### config.mk
export PLATFORM = sky130hd
export DESIGN_NAME = hazard_unit_nway_flat
export DESIGN_NICKNAME = d
export VERILOG_FILES = /design/src/rtl/hazard_unit_nway_if.sv /design/src/rtl/hazard_unit_nway.sv /design/src/flat_wrapper.sv
export SDC_FILE = /design/constraint.sdc
export NUM_CORES = 1
export LEC_CHECK = 0
export CAP_MARGIN = 20
export CORE_MARGIN = 2
export CORE_UTILIZATION = 43
export CTS_CLUSTER_SIZE = 16
export DETAILED_ROUTE_END_ITERATION = 6
export PLACE_DENSITY = 0.89
export RECOVER_POWER = 25
export SETUP_SLACK_MARGIN = 0.5
export SLEW_MARGIN = 10
export SYNTH_ARGS = -nofsm -noshare
export SYNTH_HDL_FRONTEND = slang
export SYNTH_SLANG_ARGS = --single-unit
### constraint.sdc
create_clock -name clk -period 4.4 [get_ports clk]
set_input_delay 0.44 -clock clk [delete_from_list [all_inputs] [get_ports clk]]
set_output_delay 0.44 -clock clk [all_outputs]
set_load 0.1 [all_outputs]
### src/rtl/hazard_unit_nway_if.sv
// Hazard-unit bus: decode/execute/memory/writeback control in, forwarding selects
// and per-lane stall/issue/flush controls out.
interface hazard_unit_nway_if #(
    parameter int unsigned LANES = 2
);
    localparam int unsigned FW = $clog2(2 * LANES + 1);

    logic [LANES-1:0]    valid_d;
    logic [5*LANES-1:0]  rs1_d;
    logic [5*LANES-1:0]  rs2_d;
    logic [5*LANES-1:0]  rd_d;
    logic [LANES-1:0]    regwrite_d;
    logic [LANES-1:0]    memop_d;
    logic [5*LANES-1:0]  rs1_e;
    logic [5*LANES-1:0]  rs2_e;
    logic [5*LANES-1:0]  rd_e;
    logic [LANES-1:0]    load_e;
    logic [LANES-1:0]    redirect_e;
    logic [5*LANES-1:0]  rd_m;
    logic [5*LANES-1:0]  rd_w;
    logic [LANES-1:0]    regwrite_m;
    logic [LANES-1:0]    regwrite_w;

    logic [FW*LANES-1:0] fwd_a_e;
    logic [FW*LANES-1:0] fwd_b_e;
    logic                stall_f;
    logic [LANES-1:0]    stall_d;
    logic [LANES-1:0]    issue_d;
    logic [LANES-1:0]    flush_d;
    logic [LANES-1:0]    flush_e;

    // Pipeline side: supplies stage state, consumes hazard controls.
    modport master (
        output valid_d, rs1_d, rs2_d, rd_d, regwrite_d, memop_d,
        output rs1_e, rs2_e, rd_e, load_e, redirect_e,
        output rd_m, rd_w, regwrite_m, regwrite_w,
        input  fwd_a_e, fwd_b_e, stall_f, stall_d, issue_d, flush_d, flush_e
    );

    // Hazard-unit side.
    modport slave (
        input  valid_d, rs1_d, rs2_d, rd_d, regwrite_d, memop_d,
        input  rs1_e, rs2_e, rd_e, load_e, redirect_e,
        input  rd_m, rd_w, regwrite_m, regwrite_w,
        output fwd_a_e, fwd_b_e, stall_f, stall_d, issue_d, flush_d, flush_e
    );
endinterface

### src/rtl/hazard_unit_nway.sv
// N-lane hazard/forwarding controller: operand forwarding, load-use stalls,
// in-bundle RAW / memory-port splitting and mispredict flush.
module hazard_unit_nway #(
    parameter int unsigned LANES     = 2,
    parameter int unsigned LOAD_LAT  = 1,
    parameter int unsigned MEM_PORTS = 1
) (
    input  logic              clk,
    input  logic              rst_n,
    hazard_unit_nway_if.slave hz
);
    localparam int unsigned FW = $clog2(2 * LANES + 1);
    localparam int unsigned CW = (LOAD_LAT > 1) ? $clog2(LOAD_LAT) : 1;
    localparam int unsigned MW = $clog2(LANES + 1);

    typedef enum logic [0:0] {
        FULL  = 1'b0,
        SPLIT = 1'b1
    } state_e;

    state_e           state_q, state_d;
    logic [LANES-1:0] done_q, done_d;
    logic [CW-1:0]    ld_cnt_q, ld_cnt_d;

    logic [LANES-1:0] pend;
    logic [LANES-1:0] issue_mask;
    logic             lu_hit;
    logic             split_hit;
    logic             lane_hit;
    logic             redir_seen;
    logic [MW-1:0]    mem_cnt;

    function automatic logic [4:0] fld(input logic [5*LANES-1:0] v, input int i);
        return v[5*i +: 5];
    endfunction

    // M beats W regardless of lane; within a stage the later scan (higher lane) wins.
    function automatic logic [FW-1:0] fwd_pick(
        input logic [4:0]         rs,
        input logic [5*LANES-1:0] rd_m,
        input logic [LANES-1:0]   we_m,
        input logic [5*LANES-1:0] rd_w,
        input logic [LANES-1:0]   we_w
    );
        logic [FW-1:0] sel;
        sel = '0;
        if (rs != 5'd0) begin
            for (int k = 0; k < LANES; k++) begin
                if (we_w[k] && (rd_w[5*k +: 5] == rs)) sel = FW'(2 * k + 2);
            end
            for (int k = 0; k < LANES; k++) begin
                if (we_m[k] && (rd_m[5*k +: 5] == rs)) sel = FW'(2 * k + 1);
            end
        end
        return sel;
    endfunction

    always_comb begin : fwd_sel
        hz.fwd_a_e = '0;
        hz.fwd_b_e = '0;
        for (int l = 0; l < LANES; l++) begin
            hz.fwd_a_e[FW*l +: FW] = fwd_pick(fld(hz.rs1_e, l), hz.rd_m, hz.regwrite_m,
                                              hz.rd_w, hz.regwrite_w);
            hz.fwd_b_e[FW*l +: FW] = fwd_pick(fld(hz.rs2_e, l), hz.rd_m, hz.regwrite_m,
                                              hz.rd_w, hz.regwrite_w);
        end
    end

    // Lanes still waiting to leave the held bundle; invalid lanes never pend.
    always_comb begin : pend_mask
        pend = hz.valid_d & ((state_q == SPLIT) ? ~done_q : {LANES{1'b1}});
    end

    always_comb begin : load_use
        lu_hit = 1'b0;
        for (int i = 0; i < LANES; i++) begin
            for (int j = 0; j < LANES; j++) begin
                if (pend[i] && hz.load_e[j] && (fld(hz.rd_e, j) != 5'd0) &&
                    ((fld(hz.rs1_d, i) == fld(hz.rd_e, j)) ||
                     (fld(hz.rs2_d, i) == fld(hz.rd_e, j)))) begin
                    lu_hit = 1'b1;
                end
            end
        end
    end

    // Find the oldest pending lane that cannot issue alongside the lanes before it.
    always_comb begin : split_scan
        split_hit  = 1'b0;
        lane_hit   = 1'b0;
        issue_mask = pend;
        mem_cnt    = '0;
        for (int k = 0; k < LANES; k++) begin
            lane_hit = 1'b0;
            for (int m = 0; m < LANES; m++) begin
                if ((m < k) && pend[m] && hz.regwrite_d[m] && (fld(hz.rd_d, m) != 5'd0) &&
                    ((fld(hz.rs1_d, k) == fld(hz.rd_d, m)) ||
                     (fld(hz.rs2_d, k) == fld(hz.rd_d, m)))) begin
                    lane_hit = 1'b1;
                end
            end
            if (pend[k] && hz.memop_d[k]) begin
                if (mem_cnt >= MW'(MEM_PORTS)) lane_hit = 1'b1;
                mem_cnt = mem_cnt + MW'(1);
            end
            if (pend[k] && lane_hit) split_hit = 1'b1;
            if (split_hit) issue_mask[k] = 1'b0;
        end
    end

    // Priority: redirect, then load-use stall, then bundle split, else release.
    always_comb begin : ctrl
        state_d    = state_q;
        done_d     = done_q;
        ld_cnt_d   = ld_cnt_q;
        redir_seen = 1'b0;
        hz.stall_f = 1'b0;
        hz.stall_d = '0;
        hz.issue_d = '0;
        hz.flush_d = '0;
        hz.flush_e = '0;

        if (|hz.redirect_e) begin
            hz.flush_d = '1;
            for (int j = 0; j < LANES; j++) begin
                if (redir_seen) hz.flush_e[j] = 1'b1;
                if (hz.redirect_e[j]) redir_seen = 1'b1;
            end
            state_d  = FULL;
            done_d   = '0;
            ld_cnt_d = '0;
        end else if ((ld_cnt_q != '0) || lu_hit) begin
            hz.stall_f = 1'b1;
            hz.stall_d = '1;
            hz.flush_e = '1;
            ld_cnt_d   = (ld_cnt_q != '0) ? (ld_cnt_q - CW'(1)) : CW'(LOAD_LAT - 1);
        end else if (split_hit) begin
            hz.issue_d = issue_mask;
            hz.stall_f = 1'b1;
            hz.stall_d = '1;
            hz.flush_e = ~issue_mask;
            done_d     = ((state_q == SPLIT) ? done_q : '0) | issue_mask;
            state_d    = SPLIT;
        end else begin
            hz.issue_d = pend;
            done_d     = '0;
            state_d    = FULL;
        end
    end

    always_ff @(posedge clk or negedge rst_n) begin : regs
        if (!rst_n) begin
            state_q  <= FULL;
            done_q   <= '0;
            ld_cnt_q <= '0;
        end else begin
            state_q  <= state_d;
            done_q   <= done_d;
            ld_cnt_q <= ld_cnt_d;
        end
    end
endmodule
### src/flat_wrapper.sv
// flat-port wrapper written by rule: the top's interface ports become plain ports
module hazard_unit_nway_flat 
#(
    parameter int unsigned LANES     = 2,
    parameter int unsigned LOAD_LAT  = 1,
    parameter int unsigned MEM_PORTS = 1
)
  (clk, rst_n, hz_valid_d, hz_rs1_d, hz_rs2_d, hz_rd_d, hz_regwrite_d, hz_memop_d, hz_rs1_e, hz_rs2_e, hz_rd_e, hz_load_e, hz_redirect_e, hz_rd_m, hz_rd_w, hz_regwrite_m, hz_regwrite_w, hz_fwd_a_e, hz_fwd_b_e, hz_stall_f, hz_stall_d, hz_issue_d, hz_flush_d, hz_flush_e);
  hazard_unit_nway_if #(.LANES(LANES)) hz_i ();
  input  logic clk;
  input  logic rst_n;
  input wire logic [$bits(hz_i.valid_d)-1:0] hz_valid_d;
  input wire logic [$bits(hz_i.rs1_d)-1:0] hz_rs1_d;
  input wire logic [$bits(hz_i.rs2_d)-1:0] hz_rs2_d;
  input wire logic [$bits(hz_i.rd_d)-1:0] hz_rd_d;
  input wire logic [$bits(hz_i.regwrite_d)-1:0] hz_regwrite_d;
  input wire logic [$bits(hz_i.memop_d)-1:0] hz_memop_d;
  input wire logic [$bits(hz_i.rs1_e)-1:0] hz_rs1_e;
  input wire logic [$bits(hz_i.rs2_e)-1:0] hz_rs2_e;
  input wire logic [$bits(hz_i.rd_e)-1:0] hz_rd_e;
  input wire logic [$bits(hz_i.load_e)-1:0] hz_load_e;
  input wire logic [$bits(hz_i.redirect_e)-1:0] hz_redirect_e;
  input wire logic [$bits(hz_i.rd_m)-1:0] hz_rd_m;
  input wire logic [$bits(hz_i.rd_w)-1:0] hz_rd_w;
  input wire logic [$bits(hz_i.regwrite_m)-1:0] hz_regwrite_m;
  input wire logic [$bits(hz_i.regwrite_w)-1:0] hz_regwrite_w;
  output wire logic [$bits(hz_i.fwd_a_e)-1:0] hz_fwd_a_e;
  output wire logic [$bits(hz_i.fwd_b_e)-1:0] hz_fwd_b_e;
  output wire logic [$bits(hz_i.stall_f)-1:0] hz_stall_f;
  output wire logic [$bits(hz_i.stall_d)-1:0] hz_stall_d;
  output wire logic [$bits(hz_i.issue_d)-1:0] hz_issue_d;
  output wire logic [$bits(hz_i.flush_d)-1:0] hz_flush_d;
  output wire logic [$bits(hz_i.flush_e)-1:0] hz_flush_e;
  assign hz_i.valid_d = hz_valid_d;
  assign hz_i.rs1_d = hz_rs1_d;
  assign hz_i.rs2_d = hz_rs2_d;
  assign hz_i.rd_d = hz_rd_d;
  assign hz_i.regwrite_d = hz_regwrite_d;
  assign hz_i.memop_d = hz_memop_d;
  assign hz_i.rs1_e = hz_rs1_e;
  assign hz_i.rs2_e = hz_rs2_e;
  assign hz_i.rd_e = hz_rd_e;
  assign hz_i.load_e = hz_load_e;
  assign hz_i.redirect_e = hz_redirect_e;
  assign hz_i.rd_m = hz_rd_m;
  assign hz_i.rd_w = hz_rd_w;
  assign hz_i.regwrite_m = hz_regwrite_m;
  assign hz_i.regwrite_w = hz_regwrite_w;
  assign hz_fwd_a_e = hz_i.fwd_a_e;
  assign hz_fwd_b_e = hz_i.fwd_b_e;
  assign hz_stall_f = hz_i.stall_f;
  assign hz_stall_d = hz_i.stall_d;
  assign hz_issue_d = hz_i.issue_d;
  assign hz_flush_d = hz_i.flush_d;
  assign hz_flush_e = hz_i.flush_e;
  hazard_unit_nway #(.LANES(LANES), .LOAD_LAT(LOAD_LAT), .MEM_PORTS(MEM_PORTS)) u_core (.clk(clk), .rst_n(rst_n), .hz(hz_i));
endmodule
==> results of run 1 <==
-- cells by family (layout without fill, tap and decap cells) --
group,after synthesis,after routing,share of synthesized area
AO/OA/AOI/OAI,11,11,0.0399
XOR/XNOR,130,130,0.550
buffers and inverters,38,117,0.0852
flip-flops,3,3,0.0363
multiplexers,2,2,0.00967
AND/OR/NAND/NOR,103,103,0.279
-- layout by cell type (no fill, tap or decap), drive strengths merged --
cell type	Yosys	layout
xor2	98	98
clkdlybuf4s50	0	89
xnor2	32	32
nor2	24	24
buf	15	19
nor4	17	17
nor3	14	14
and3	13	13
nand3	12	12
nand2	8	8
or4	7	7
o21ai	5	5
nor4b	4	4
a211oi	4	4
clkbuf	20	4
inv	3	3
dfrtp	3	3
mux2i	2	2
dlygate4sd3	0	2
and2	1	1
a22oi	1	1
nand4	1	1
o211ai	1	1
and4	1	1
nor3b	1	1
-- state kept, by name, indices dropped and copies added (netlist names) --
name            flops
u_core.done_q       2
u_core.state_q      1
-- per-stage QoR --
step / instances / setup WS [ps]
after floorplan: 287 / 540
after global placement: 416 / 1070
after detailed placement: 416 / 1060
after CTS: 420 / 1040
after global routing: 420 / 659
final: 420 / 786
-- worst paths after layout --
| kind | to | start | cells past startpoint | slack, ps |
|---|---|---|---|---|
| max in group asynchronous | u_core.done_q[0] | rst_n | 1 | 3750 |
| hold reg to reg | u_core.done_q[0] | u_core.done_q[0] | 2 | 540 |
| setup reg to reg | u_core.state_q | u_core.state_q | 5 | 2890 |
| setup / recovery | hz_issue_d[1] | hz_rd_e[5] | 7 | 790 |
| hold / removal | u_core.done_q[1] | rst_n | 1 | 490 |
| min in group clk | u_core.done_q[0] | u_core.done_q[0] | 2 | 540 |
-- power by group through the flow --
stage	Clock, uW	Sequential [uW]	Combinational (uW)
after floorplan	0	28.4	191
after global placement	0	28.5	310
after detailed placement	0	28.5	317
after CTS	81.6	28.2	319
after global routing	85.1	28.2	340
final	80.6	28.2	318
-- layer usage --
layer	vias to the layer above	GRT usage
li1	1109	-
met1	1052	0.264
met2	108	0.459
met3	20	0.0247
met4	0	0.0869
met5	-	0
-- area by class of cell --
type	instances	area, sq um	area share
clock buffer	4	45.0	0.0146
inverter	3	11.3	0.00364
multi-input combinational	246	1840	0.595
sequential	3	75.1	0.0243
tap	54	67.6	0.0218
timing repair buffer	110	1050	0.341
==> flow_metrics.tcl, run 1 <==
set metrics [dict create \
    wl_met2_mm 3.39 \
    rows 25 \
    critPathTopFamily "simple AND/OR/NAND/NOR gates" \
    cts_hold_buf 0 \
    io_pins 117 \
    track_usage 0.238 \
    via_per_inst 5.45 \
    max_cap_viol_count 0 \
    clk_pin_slew_ps 30 \
    leakage_uw 0.00126 \
    status "finished clean" \
    synth_edf_count 0 \
    syn-num-nets 383 \
    whs_ps 490 \
    total_power_uw 427 \
    path_class "in2out" \
    crit_required_ps 3960 \
    fmax_mhz 277 \
    synth_common_cells "98 x xor2_1, 32 x xnor2_1, 24 x nor2_1" \
    yosysTopAreaCell "xor2_1" \
    antenna_found_initial 0 \
    fp.dieW_microns 73.4 \
    async_flop_share 1.00 \
    num-nets-final 463 \
    route.met3.wl_microns 436 \
    grt_pass1_wl_mm 10.3 \
    power.switching_uw 190 \
    pwr-share-clk 0.189 \
    rsz0062_at_grt "no" \
    cp-start-kind "input port" \
    seq_area_frac_synth 0.0363 \
    slowest_delay_ps 660 \
    worst_pin_slew_ps 980 \
    met1_length_mm 2.51 \
    path_max_fanout 8 \
    synthCells 287 \
    cts_setup_buffers 0 \
    routedWlPerCell_microns 15.6 \
    cts_tree "done" \
    areaGrowthSynthToFinish_pct 49.4 \
    hp-class "in2async" \
    drive_gt1_frac 0.0874 \
    cts_made_buffers 3 \
    insertion_delay_ps 220 \
    overflow 0 \
    dieArea_sq_um 5390 \
    drt_pre_antenna_iters 4 \
    cts_max_level 1 \
    period_minus_slack_ps 3610 \
    crit_chain "dlygate4sd3_1 > or4_4 > o21ai_0 > a211oi_2 > nor4_4 > and4_1 > buf_4" \
    fin_util 0.659 \
    drt_iter0_drc 83 \
    hpwl_mm 5.60 \
    die_h_microns 73.4 \
    fin_crit_sh 0.821 \
    cts_resized 0 \
    p_int_uw 236 \
    peakVddDrop_v 0.000144 \
    max_slew_margin 0.345 \
    ctsRootBufferMaster "clkbuf_8" \
    synthTopCellsByArea "xor2_1 41%, xnor2_1 14%, nor4_1 4.8%" \
    grt_pass1_vias 2365 \
    slowest_stage "dlygate4sd3_1" \
    power_frac_comb 0.745 \
    antenna_cells 0 \
    core_area_sq_um 4690 \
    yosys.cell_types.count 31 \
    fillers 406 \
    clock_path_buffers 2 \
    synth-seq-cells 3 \
    highest_layer "met4" \
    drc 0 \
    vias 2289 \
    pwr-share-seq 0.066 \
    slew_violations 0 \
    yosysMostFrequentCell "xor2_1" \
    power_density_nw_per_um2 138 \
    ys.flop_type "dfrtp_1" \
    yosys_warnings 0 \
    setup_viol 0 \
    placed_cell_area_sq_um 3050 \
    synth_top_area_share 0.415 \
    worstPathArrival_ps 3170 \
    fin_worst_skew_ps 2.49 \
    clock-sinks 3 \
    hold_viol 0 \
    cp-end-kind "output pin" \
    fin_area_sq_um 3090 \
    grt_max_degree 9 \
    p_sw_frac 0.446 \
    initial_core_util 0.441 \
    port_buffers 110 \
    tns_ps 0 \
    path_buf_inv 2 \
    synth.avg_cell_area_sq_um 7.22 \
    ant_nets 0 \
    place_congestion 0.907 \
    wl_mm 6.55 \
    syn_area_sq_um 2070 \
]
(Power assumes the default switching activity.)
==> run 2, diff against run 1 <==
--- a/config.mk
+++ b/config.mk
@@ -7,10 +7,10 @@
 export LEC_CHECK = 0
 export CAP_MARGIN = 20
 export CORE_MARGIN = 2
-export CORE_UTILIZATION = 43
+export CORE_UTILIZATION = 40
 export CTS_CLUSTER_SIZE = 16
 export DETAILED_ROUTE_END_ITERATION = 6
-export PLACE_DENSITY = 0.89
+export PLACE_DENSITY = 0.83
 export RECOVER_POWER = 25
 export SETUP_SLACK_MARGIN = 0.5
 export SLEW_MARGIN = 10
==> constraint.sdc (replaced) <==
create_clock -name clk -period 3.4 [get_ports clk]
set_input_delay 0.34 -clock clk [delete_from_list [all_inputs] [get_ports clk]]
set_output_delay 0.34 -clock clk [all_outputs]
set_load 0.1 [all_outputs]
==> flow_metrics.tcl, run 2 (synthesized netlist as in run 1, its figures left out) <==
set metrics [dict create \
    path_class "in2out" \
    num-nets-final 466 \
    power_density_nw_per_um2 172 \
    track_usage 0.238 \
    tns_ps 0 \
    drive_gt1_frac 0.117 \
    largestRegisters "u_core.done_q x2, u_core.state_q x1" \
    wl_mm 7.07 \
    clk_pin_slew_ps 30 \
    multiInputGateArea_sq_um 1920 \
    fillers 406 \
    core_area_sq_um 5040 \
    crit_chain "clkdlybuf4s50_1 > xor2_1 > nor3_1 > nand3_1 > a211oi_2 > nor4_4 > buf_4 > o211ai_1 > clkbuf_16" \
    drt_pre_antenna_iters 4 \
    r2r-end "u_core.done_q[0]" \
    grt_pass1_wl_mm 11.6 \
    regArea_sq_um 75.1 \
    ant_nets 0 \
    fmax_mhz 358 \
    peakVddDrop_v 0.000350 \
    fin_crit_sh 0.821 \
    grt_max_degree 7 \
    cp-start-kind "input port" \
    path_buf_inv 3 \
    insertion_delay_ps 210 \
    slew_violations 0 \
    port_buffers 110 \
    critPathTopFamily "buffers and inverters" \
    leakage_uw 0.00137 \
    hpwl_mm 5.85 \
    vias 2332 \
    worstSetupStartpoint "hz_rs2_d[5]" \
    path_max_fanout 5 \
    ctsRootBufferMaster "clkbuf_8" \
    hold_viol 0 \
    setup_viol 0 \
    worstPathArrival_ps 2450 \
    slowest_stage "clkdlybuf4s50_1" \
    worst_pin_slew_ps 1150 \
    final_common_cell "xor2_1" \
    period_minus_slack_ps 2790 \
    fin_worst_skew_ps 1.76 \
    antenna_found_initial 0 \
    grt_pass1_vias 2471 \
    drc 0 \
    whs_ps 391 \
    cts_max_level 1 \
    max_slew_margin 0.235 \
    drt_iter0_drc 87 \
    antenna_cells 0 \
    rows 26 \
    r2r_slack_ps 1820 \
    areaGrowthSynthToFinish_pct 60.8 \
    die_h_microns 76.0 \
    cts_made_buffers 3 \
    initial_core_util 0.411 \
    place_congestion 0.907 \
    dieArea_sq_um 5770 \
    rsz0062_at_grt "no" \
    max_cap_viol_count 0 \
    via_per_inst 5.31 \
    clock_path_buffers 2 \
    largest-register "u_core.done_q" \
    r2r-start "u_core.state_q" \
    io_pins 117 \
    fp.dieW_microns 76.0 \
    cp-end-kind "output pin" \
    hp-class "in2async" \
    slowest_delay_ps 500 \
    rr_worst_depth 7 \
    cts_tree "done" \
    routedWlPerCell_microns 16.1 \
    final_cell_mix "98 x xor2_1, 78 x clkdlybuf4s50_1, 32 x xnor2_1" \
    largest_register_ffs 2 \
    clock-sinks 3 \
    status "finished clean" \
    overflow 0 \
    crit_required_ps 3060 \
]
==> run 2: cell count changes in the layout (fill, tap and decap cells not counted), sizes merged <==
cell           previous run  this run
clkdlybuf4s50            89        78
dlygate4sd3               2         1
dlymetal6s2s              0         5
clkbuf                    4         7
buf                      19        21
dlygate4sd2               0         5
==> run 2: per-layer routing <==
metal	vias to the layer above	wire length, microns	GRT usage
met5	-	0	0
li1	1114	-	-
met3	10	520	0.0512
met4	0	79	0.0273
met1	1101	2770	0.282
met2	107	3700	0.453
==> run 2: where the power goes <==
| group | switching, uW | leakage, uW | internal, uW |
|---|---|---|---|
| clock | 20.7 | 0.0000228 | 79.7 |
| sequential | 0.229 | 0.0000418 | 36.3 |
| combinational | 235 | 0.00130 | 202 |
| total | 256 | 0.00137 | 318 |
==> run 2: area by class of cell <==
class | instances | area share
multi-input combinational | 246 | 0.577
timing repair buffer | 113 | 0.358
tap | 70 | 0.0263
sequential | 3 | 0.0225
clock buffer | 4 | 0.0135
inverter | 3 | 0.00338
==> run 2: through the flow <==
stage,setup WS (ps),total power (uW),instances,utilization,cell area [sq um]
floorplan,286,291,287,-,2180
global placement,394,459,434,0.644,3250
detailed placement,372,468,434,0.644,3250
CTS,522,574,438,0.654,3300
global route,515,613,439,0.661,3330
finish,607,574,439,0.661,3330
==> run 2: repair_timing <==
action / 4_1_cts / 5_1_grt
endpoints found under the setup margin: 4 / 6
resized for setup: 7 / 9
hold buffers: 0 / 0
buffers inserted: 0 / 1
pin swaps: 1 / 8
==> run 2: worst max path at each step <==
| stage | slack (ps) | cells past startpoint | to |
|---|---|---|---|
| after floorplan | 290 | 7 | hz_flush_e[1] |
| after global placement | 390 | 8 | hz_flush_e[1] |
| after detailed placement | 370 | 8 | hz_flush_e[1] |
| after CTS | 520 | 8 | hz_flush_e[1] |
| after global routing | 510 | 9 | hz_flush_e[1] |
| final | 610 | 9 | hz_flush_e[1] |
